--- config.mk ---
export PLATFORM = sky130hd
export DESIGN_NAME = sys_cmd_tx
export DESIGN_NICKNAME = d
export VERILOG_FILES = /design/src/rtl/sys_cmd_pkg.sv /design/src/rtl/sys_cmd_fifo.sv /design/src/rtl/sys_cmd_tx.sv
export SDC_FILE = /design/constraint.sdc
export NUM_CORES = 1
export LEC_CHECK = 0
export BUFFER_PORTS_ARGS = -buffer_cell sky130_fd_sc_hd__buf_2
export CORE_ASPECT_RATIO = 1.25
export CORE_MARGIN = 2
export CORE_UTILIZATION = 40
export DETAILED_ROUTE_END_ITERATION = 10
export REMOVE_ABC_BUFFERS = 1
export SYNTH_ARGS = -nofsm -noshare
export SYNTH_HDL_FRONTEND = slang
export SYNTH_SLANG_ARGS = --single-unit
--- constraint.sdc ---
create_clock -name clk_axi -period 5.6 [get_ports clk_axi]
set_input_delay 1.68 -clock clk_axi [delete_from_list [all_inputs] [get_ports clk_axi]]
set_output_delay 1.68 -clock clk_axi [all_outputs]
set_load 0.03 [all_outputs]
--- src/rtl/sys_cmd_pkg.sv ---
// Shared types and framing constants for the SYS_CMD serial transmitter.
package sys_cmd_pkg;

    typedef enum logic [2:0] {
        StIdle,
        StStart,
        StData,
        StParity,
        StStop
    } tx_state_e;

    localparam int unsigned FrameBits = 11;
    localparam logic        StartBit  = 1'b0;
    localparam logic        StopBit   = 1'b1;

endpackage

--- src/rtl/sys_cmd_fifo.sv ---
// Small synchronous FIFO holding command bytes awaiting transmission.
module sys_cmd_fifo #(
    parameter int unsigned DATA_W     = 8,
    parameter int unsigned FIFO_DEPTH = 4
) (
    input  logic                          clk_axi,
    input  logic                          rst,
    input  logic                          push,
    input  logic [DATA_W-1:0]             wdata,
    input  logic                          pop,
    output logic [DATA_W-1:0]             rdata,
    output logic                          full,
    output logic                          empty,
    output logic [$clog2(FIFO_DEPTH):0]   level
);

    localparam int unsigned PtrW = (FIFO_DEPTH > 1) ? $clog2(FIFO_DEPTH) : 1;
    localparam int unsigned LvlW = $clog2(FIFO_DEPTH) + 1;

    logic [DATA_W-1:0] mem_q [FIFO_DEPTH];
    logic [PtrW-1:0]   wptr_q, rptr_q;
    logic [LvlW-1:0]   level_q, level_d;
    logic              full_q;

    function automatic logic [PtrW-1:0] ptr_inc(input logic [PtrW-1:0] p);
        return (p == PtrW'(FIFO_DEPTH - 1)) ? '0 : p + PtrW'(1);
    endfunction

    always_comb begin
        level_d = level_q;
        unique case ({push, pop})
            2'b10:   level_d = level_q + LvlW'(1);
            2'b01:   level_d = level_q - LvlW'(1);
            default: level_d = level_q;
        endcase
    end

    always_ff @(posedge clk_axi or posedge rst) begin
        if (rst) begin
            wptr_q  <= '0;
            rptr_q  <= '0;
            level_q <= '0;
            full_q  <= 1'b0;
        end else begin
            if (push) wptr_q <= ptr_inc(wptr_q);
            if (pop)  rptr_q <= ptr_inc(rptr_q);
            level_q <= level_d;
            // Full flag is registered from the next level so it tracks occupancy exactly.
            full_q  <= (level_d == LvlW'(FIFO_DEPTH));
        end
    end

    always_ff @(posedge clk_axi) begin
        if (push) mem_q[wptr_q] <= wdata;
    end

    assign rdata = mem_q[rptr_q];
    assign full  = full_q;
    assign empty = (level_q == '0);
    assign level = level_q;

endmodule

--- src/rtl/sys_cmd_tx.sv ---
// SYS_CMD transmitter: queues command bytes and sends them as start/data/even-parity/stop frames.
module sys_cmd_tx
    import sys_cmd_pkg::*;
#(
    parameter int unsigned CLK_DIV    = 8,
    parameter int unsigned FIFO_DEPTH = 4,
    parameter int unsigned DATA_W     = 8
) (
    input  logic                        clk_axi,
    input  logic                        rst,
    input  logic                        enable,
    input  logic [DATA_W-1:0]           cmd_data,
    input  logic                        cmd_valid,
    output logic                        cmd_ready,
    output logic                        sys_cmd,
    output logic                        tx_busy,
    output logic [$clog2(FIFO_DEPTH):0] fifo_level,
    output logic [15:0]                 tx_count
);

    localparam int unsigned       BitW     = (DATA_W > 1) ? $clog2(DATA_W) : 1;
    localparam logic [15:0]       BaudLoad = 16'(CLK_DIV - 1);
    localparam logic [BitW-1:0]   LastBit  = BitW'(DATA_W - 1);

    tx_state_e         state_q, state_d;
    logic [15:0]       baud_q, baud_d;
    logic [BitW-1:0]   bit_q, bit_d;
    logic [DATA_W-1:0] shift_q, shift_d;
    logic              parity_q, parity_d;
    logic [15:0]       tx_count_q, tx_count_d;
    logic              sys_cmd_q, sys_cmd_d;
    logic              push, pop, full, empty, baud_done;
    logic [DATA_W-1:0] head;

    assign push      = cmd_valid && !full;
    assign baud_done = (baud_q == '0);

    sys_cmd_fifo #(
        .DATA_W     (DATA_W),
        .FIFO_DEPTH (FIFO_DEPTH)
    ) u_fifo (
        .clk_axi (clk_axi),
        .rst     (rst),
        .push    (push),
        .wdata   (cmd_data),
        .pop     (pop),
        .rdata   (head),
        .full    (full),
        .empty   (empty),
        .level   (fifo_level)
    );

    always_comb begin
        state_d    = state_q;
        baud_d     = (state_q == StIdle) ? baud_q : baud_q - 16'd1;
        bit_d      = bit_q;
        shift_d    = shift_q;
        parity_d   = parity_q;
        tx_count_d = tx_count_q;
        pop        = 1'b0;

        unique case (state_q)
            StIdle: begin
                if (enable && !empty) begin
                    state_d  = StStart;
                    pop      = 1'b1;
                    shift_d  = head;
                    parity_d = ^head;
                    baud_d   = BaudLoad;
                end
            end
            StStart: begin
                if (baud_done) begin
                    state_d = StData;
                    bit_d   = '0;
                    baud_d  = BaudLoad;
                end
            end
            StData: begin
                if (baud_done) begin
                    baud_d = BaudLoad;
                    if (bit_q == LastBit) begin
                        state_d = StParity;
                    end else begin
                        bit_d   = bit_q + BitW'(1);
                        shift_d = shift_q >> 1;
                    end
                end
            end
            StParity: begin
                if (baud_done) begin
                    state_d = StStop;
                    baud_d  = BaudLoad;
                end
            end
            StStop: begin
                if (baud_done) begin
                    tx_count_d = tx_count_q + 16'd1;
                    // Chain straight into the next start bit so frames are gapless.
                    if (enable && !empty) begin
                        state_d  = StStart;
                        pop      = 1'b1;
                        shift_d  = head;
                        parity_d = ^head;
                        baud_d   = BaudLoad;
                    end else begin
                        state_d = StIdle;
                        baud_d  = '0;
                    end
                end
            end
            default: state_d = StIdle;
        endcase
    end

    always_comb begin
        sys_cmd_d = StopBit;
        unique case (state_q)
            StStart:  sys_cmd_d = StartBit;
            StData:   sys_cmd_d = shift_q[0];
            StParity: sys_cmd_d = parity_q;
            default:  sys_cmd_d = StopBit;
        endcase
    end

    always_ff @(posedge clk_axi or posedge rst) begin
        if (rst) begin
            state_q    <= StIdle;
            baud_q     <= '0;
            bit_q      <= '0;
            shift_q    <= '0;
            parity_q   <= 1'b0;
            tx_count_q <= '0;
            sys_cmd_q  <= 1'b1;
        end else begin
            state_q    <= state_d;
            baud_q     <= baud_d;
            bit_q      <= bit_d;
            shift_q    <= shift_d;
            parity_q   <= parity_d;
            tx_count_q <= tx_count_d;
            sys_cmd_q  <= sys_cmd_d;
        end
    end

    assign cmd_ready = !full;
    assign sys_cmd   = sys_cmd_q;
    assign tx_busy   = (state_q != StIdle);
    assign tx_count  = tx_count_q;

endmodule

==> summary.txt <==
synth unique cells: 52
final setup violation count: 0
count of flip-flops with a built-in enable after synthesis: 32
starting density of the core: 0.414
final worst-path cycle share: 0.635
average wire per cell in the routed design: 14.6 µm
Die H: 119 µm
number of buffers created by CTS: 9
clock insertion delay at the later pin of the skew report: 0.34 ns
Antenna Nets Post-Route: 0
peak clock frequency supported by timing: 281 MHz
Place WS: 1.96 ns
placer congestion estimate: 0.736
Clk pwr share: 0.383
Boundary Pins: 34
DRC Markers: 0
post-synthesis to final-layout area growth: 13.4%
Post-DP HPWL: 5030 µm
number of storage elements in the synthesis netlist: 88
# nets final: 388
residual overflow from global routing: 0
total routing usage reported by global routing: 0.138
share of the core filled with cells in the final layout: 0.469
total power consumption of the routed design: 0.00158 W
number of levels in the clock H-tree: 3
count of filler cells inserted in the layout: 927
switching share of power: 0.260
fraction of the yosys area taken by sequential cells: 0.560
number of standard-cell rows in the floorplan: 41
number of max-capacitance violations reported: 0
DRT Pass-1 Iters: 4
footprint of the multi-input gates: 1730 µm²
cell area after synthesis: 4220 µm²
count of endpoints failing hold in the final timing report: 0
sequential standard cell area: 2360 µm²
post-layout min period: 3.56 ns
Bufs and invs on worst path: 2
worst-path cell with the longest stage delay: sky130_fd_sc_hd__and4b_1
ordered list of cells on the worst path: inv_1 > ha_1 > nor3b_1 > and4b_1 > nor2_4 > nor3_4 > ha_1 > inv_1 > fa_1 > xor2_1 > nor2_1 > xor2_1 > nor3b_1
element type at the critical path start: flop
worst rel slew slack: 0.411
RSZ-0062 raised after global routing: false
worst setup path category: flop to flop
met3 routed wirelength: 264 µm
post-cts gate resize count: 0
Critical Path RT: 5.86 ns
Starting DRT DRC Count: 75
clock tree from TritonCTS: built
Post-CTS Setup Repair Bufs: 0
Leakage Power: 1.99 nW
data arrival time of the critical path: 3.82 ns
fraction of registers with async set or reset after synthesis: 0.636
worst setup skew after layout: 0.00893 ns
maximum number of pins on one net before global-route repair: 57
Internal: 0.00117 W
Port Buf Inserts: 33
count of warnings emitted by yosys: 0
post-route met1 wirelength: 3230 µm
VDD IR-drop max: 168 µV
metal2 WL: 3680 µm
Max clock buf depth: 2
final worst-path setup slack: 2.04 ns
count of mapped cells out of synthesis: 330
largest delay contributor family on the critical path: simple AND/OR/NAND/NOR gates
combinational fraction of design power: 0.136
CP peak stage delay: 0.80 ns
Primary FF master, synth: sky130_fd_sc_hd__dfrtp_1
Slew @ Worst Pin: 0.877 ns
drt total wl: 7290 µm
global-route wire length before repair: 12000 µm
via count of the first global-routing pass: 2478
CTS root buf: sky130_fd_sc_hd__clkbuf_16
Std-Cell Core Area: 10200 µm²
CP endpoint kind: flop
Sequential Power Share: 0.482
TNS Setup: 0 ns
n_diodes: 0
full die area: 11400 µm²
top metal layer carrying routed signals: met4
mean number of vias per cell: 5.08
number of slew-limit violations in the final report: 0
# clock sinks: 88
outcome: finished, final reports clean
clock slew at the register clock pins of the worst setup and hold paths: 0.06 ns
width of the chip: 95.9 µm
layout cells sized above 1: 0.241
number of antenna violations at the first check in global routing: 0
WHS: 0.459 ns
kind of path behind the tightest hold check: flop to flop
ratio of total power to cell area: 331 nW/µm²
net switching power of the design: 0.000412 W
largest fanout on the critical path: 15
average size of a mapped cell: 12.8 µm²
hold bufs inserted after CTS: 0
via count of the routed design: 2531
==> cell usage after synthesis, drive strengths merged, types with 2 or more instances <==
library cell | instances | share of area
edfxtp | 32 | 0.23
a211oi | 2 | 0.0047
nor2b | 3 | 0.0044
xnor2 | 22 | 0.046
mux2 | 16 | 0.048
a21oi | 6 | 0.0071
xor2 | 14 | 0.029
or2 | 2 | 0.0030
nand4 | 5 | 0.011
clkbuf | 4 | 0.0036
ha | 11 | 0.033
mux2i | 7 | 0.017
buf | 7 | 0.013
o21ai | 13 | 0.015
mux4 | 8 | 0.043
nand3 | 9 | 0.015
nor3 | 9 | 0.015
and2 | 4 | 0.0059
dfrtp | 55 | 0.33
nand2 | 24 | 0.023
inv | 17 | 0.015
nor2 | 30 | 0.028
or4 | 3 | 0.0062
and3 | 2 | 0.0030
nor4 | 9 | 0.016
nor3b | 2 | 0.0036
a32oi | 2 | 0.0042
nand4b | 2 | 0.0077
==> per-layer routing <==
metal	up-vias	track usage
li1	1245	-
met1	1239	0.173
met2	39	0.229
met3	8	0.0335
met4	0	0.0545
met5	-	0
==> registers in the layout, indices dropped and copies added, names as in the netlist <==
name,cells
u_fifo.full,1
shift_q,8
sys_cmd,1
bit_q,3
u_fifo.level,3
u_fifo.wptr_q,2
u_fifo.mem_q,32
tx_count,16
parity_q,1
state_q,3
baud_q,16
u_fifo.rptr_q,2
==> path summary, 6_finish.rpt <==
kind | from | to | slack [ns] | depth (start not counted)
setup / recovery | baud_q[0]$_DFF_PP0_ | u_fifo.full$_DFF_PP0_ | 2.04 | 13
hold / removal | tx_count[15]$_DFFE_PP0P_ | tx_count[15]$_DFFE_PP0P_ | 0.46 | 1
hold reg to reg | tx_count[15]$_DFFE_PP0P_ | tx_count[15]$_DFFE_PP0P_ | 0.46 | 1
max in group asynchronous | rst | parity_q$_DFFE_PP0P_ | 3.59 | 3
min in group asynchronous | rst | tx_count[6]$_DFFE_PP0P_ | 1.53 | 3
setup reg to reg | baud_q[0]$_DFF_PP0_ | u_fifo.full$_DFF_PP0_ | 2.04 | 13
==> cells in the final DEF (no fill, tap or decap), types with 3 or more instances in the layout <==
| cell type | Yosys | routed |
|---|---|---|
| sky130_fd_sc_hd__nand3_1 | 7 | 7 |
| sky130_fd_sc_hd__clkbuf_16 | 0 | 9 |
| sky130_fd_sc_hd__mux2_4 | 6 | 6 |
| sky130_fd_sc_hd__mux4_2 | 8 | 8 |
| sky130_fd_sc_hd__a21oi_1 | 6 | 6 |
| sky130_fd_sc_hd__nor2b_1 | 3 | 3 |
| sky130_fd_sc_hd__nor2_1 | 29 | 29 |
| sky130_fd_sc_hd__nand4_1 | 4 | 4 |
| sky130_fd_sc_hd__xor2_1 | 14 | 14 |
| sky130_fd_sc_hd__inv_1 | 17 | 16 |
| sky130_fd_sc_hd__xnor2_1 | 22 | 22 |
| sky130_fd_sc_hd__mux2i_1 | 7 | 7 |
| sky130_fd_sc_hd__nor4_1 | 7 | 7 |
| sky130_fd_sc_hd__and2_1 | 4 | 4 |
| sky130_fd_sc_hd__nand2_1 | 23 | 23 |
| sky130_fd_sc_hd__buf_2 | 4 | 33 |
| sky130_fd_sc_hd__edfxtp_1 | 32 | 32 |
| sky130_fd_sc_hd__nor3_1 | 7 | 7 |
| sky130_fd_sc_hd__mux2_2 | 9 | 9 |
| sky130_fd_sc_hd__dfrtp_1 | 55 | 55 |
| sky130_fd_sc_hd__o21ai_0 | 13 | 13 |
| sky130_fd_sc_hd__ha_1 | 11 | 11 |
==> stage by stage <==
step,std cells,area (µm²)
after floorplan,319,4150
after global placement,482,4490
after detailed placement,482,4490
after CTS,498,4790
after global routing,498,4790
final,498,4790
==> power groups by stage <==
stage	combinational, W	clock, W	sequential (W)
after detailed placement	0.000220	0	0.000775
after global placement	0.000220	0	0.000772
after CTS	0.000222	0.000624	0.000762
final	0.000215	0.000605	0.000762
after floorplan	0.000139	0	0.000790
after global routing	0.000240	0.000650	0.000767
==> area by class of cell <==
class | count | share of cell area
timing repair buffer | 34 | 0.0361
multi-input combinational | 214 | 0.361
inverter | 17 | 0.0133
sequential | 88 | 0.494
clock buffer | 10 | 0.0486
tap | 129 | 0.0337
clock inverter | 6 | 0.0139
==> cells by family (layout without fill, tap and decap cells) <==
kind of cell / Yosys count / in the layout / share of synthesized area
and+or+nand+nor: 107 / 107 / 0.147
xor gates and xnor gates: 36 / 36 / 0.0747
muxes: 31 / 31 / 0.107
DFF: 88 / 88 / 0.560
buffers and inverters: 28 / 67 / 0.0314
adders and majority gates: 12 / 12 / 0.0373
AOI/OAI and AO/OA: 28 / 28 / 0.0421
Note: power is estimated with default switching activity, not from simulation.
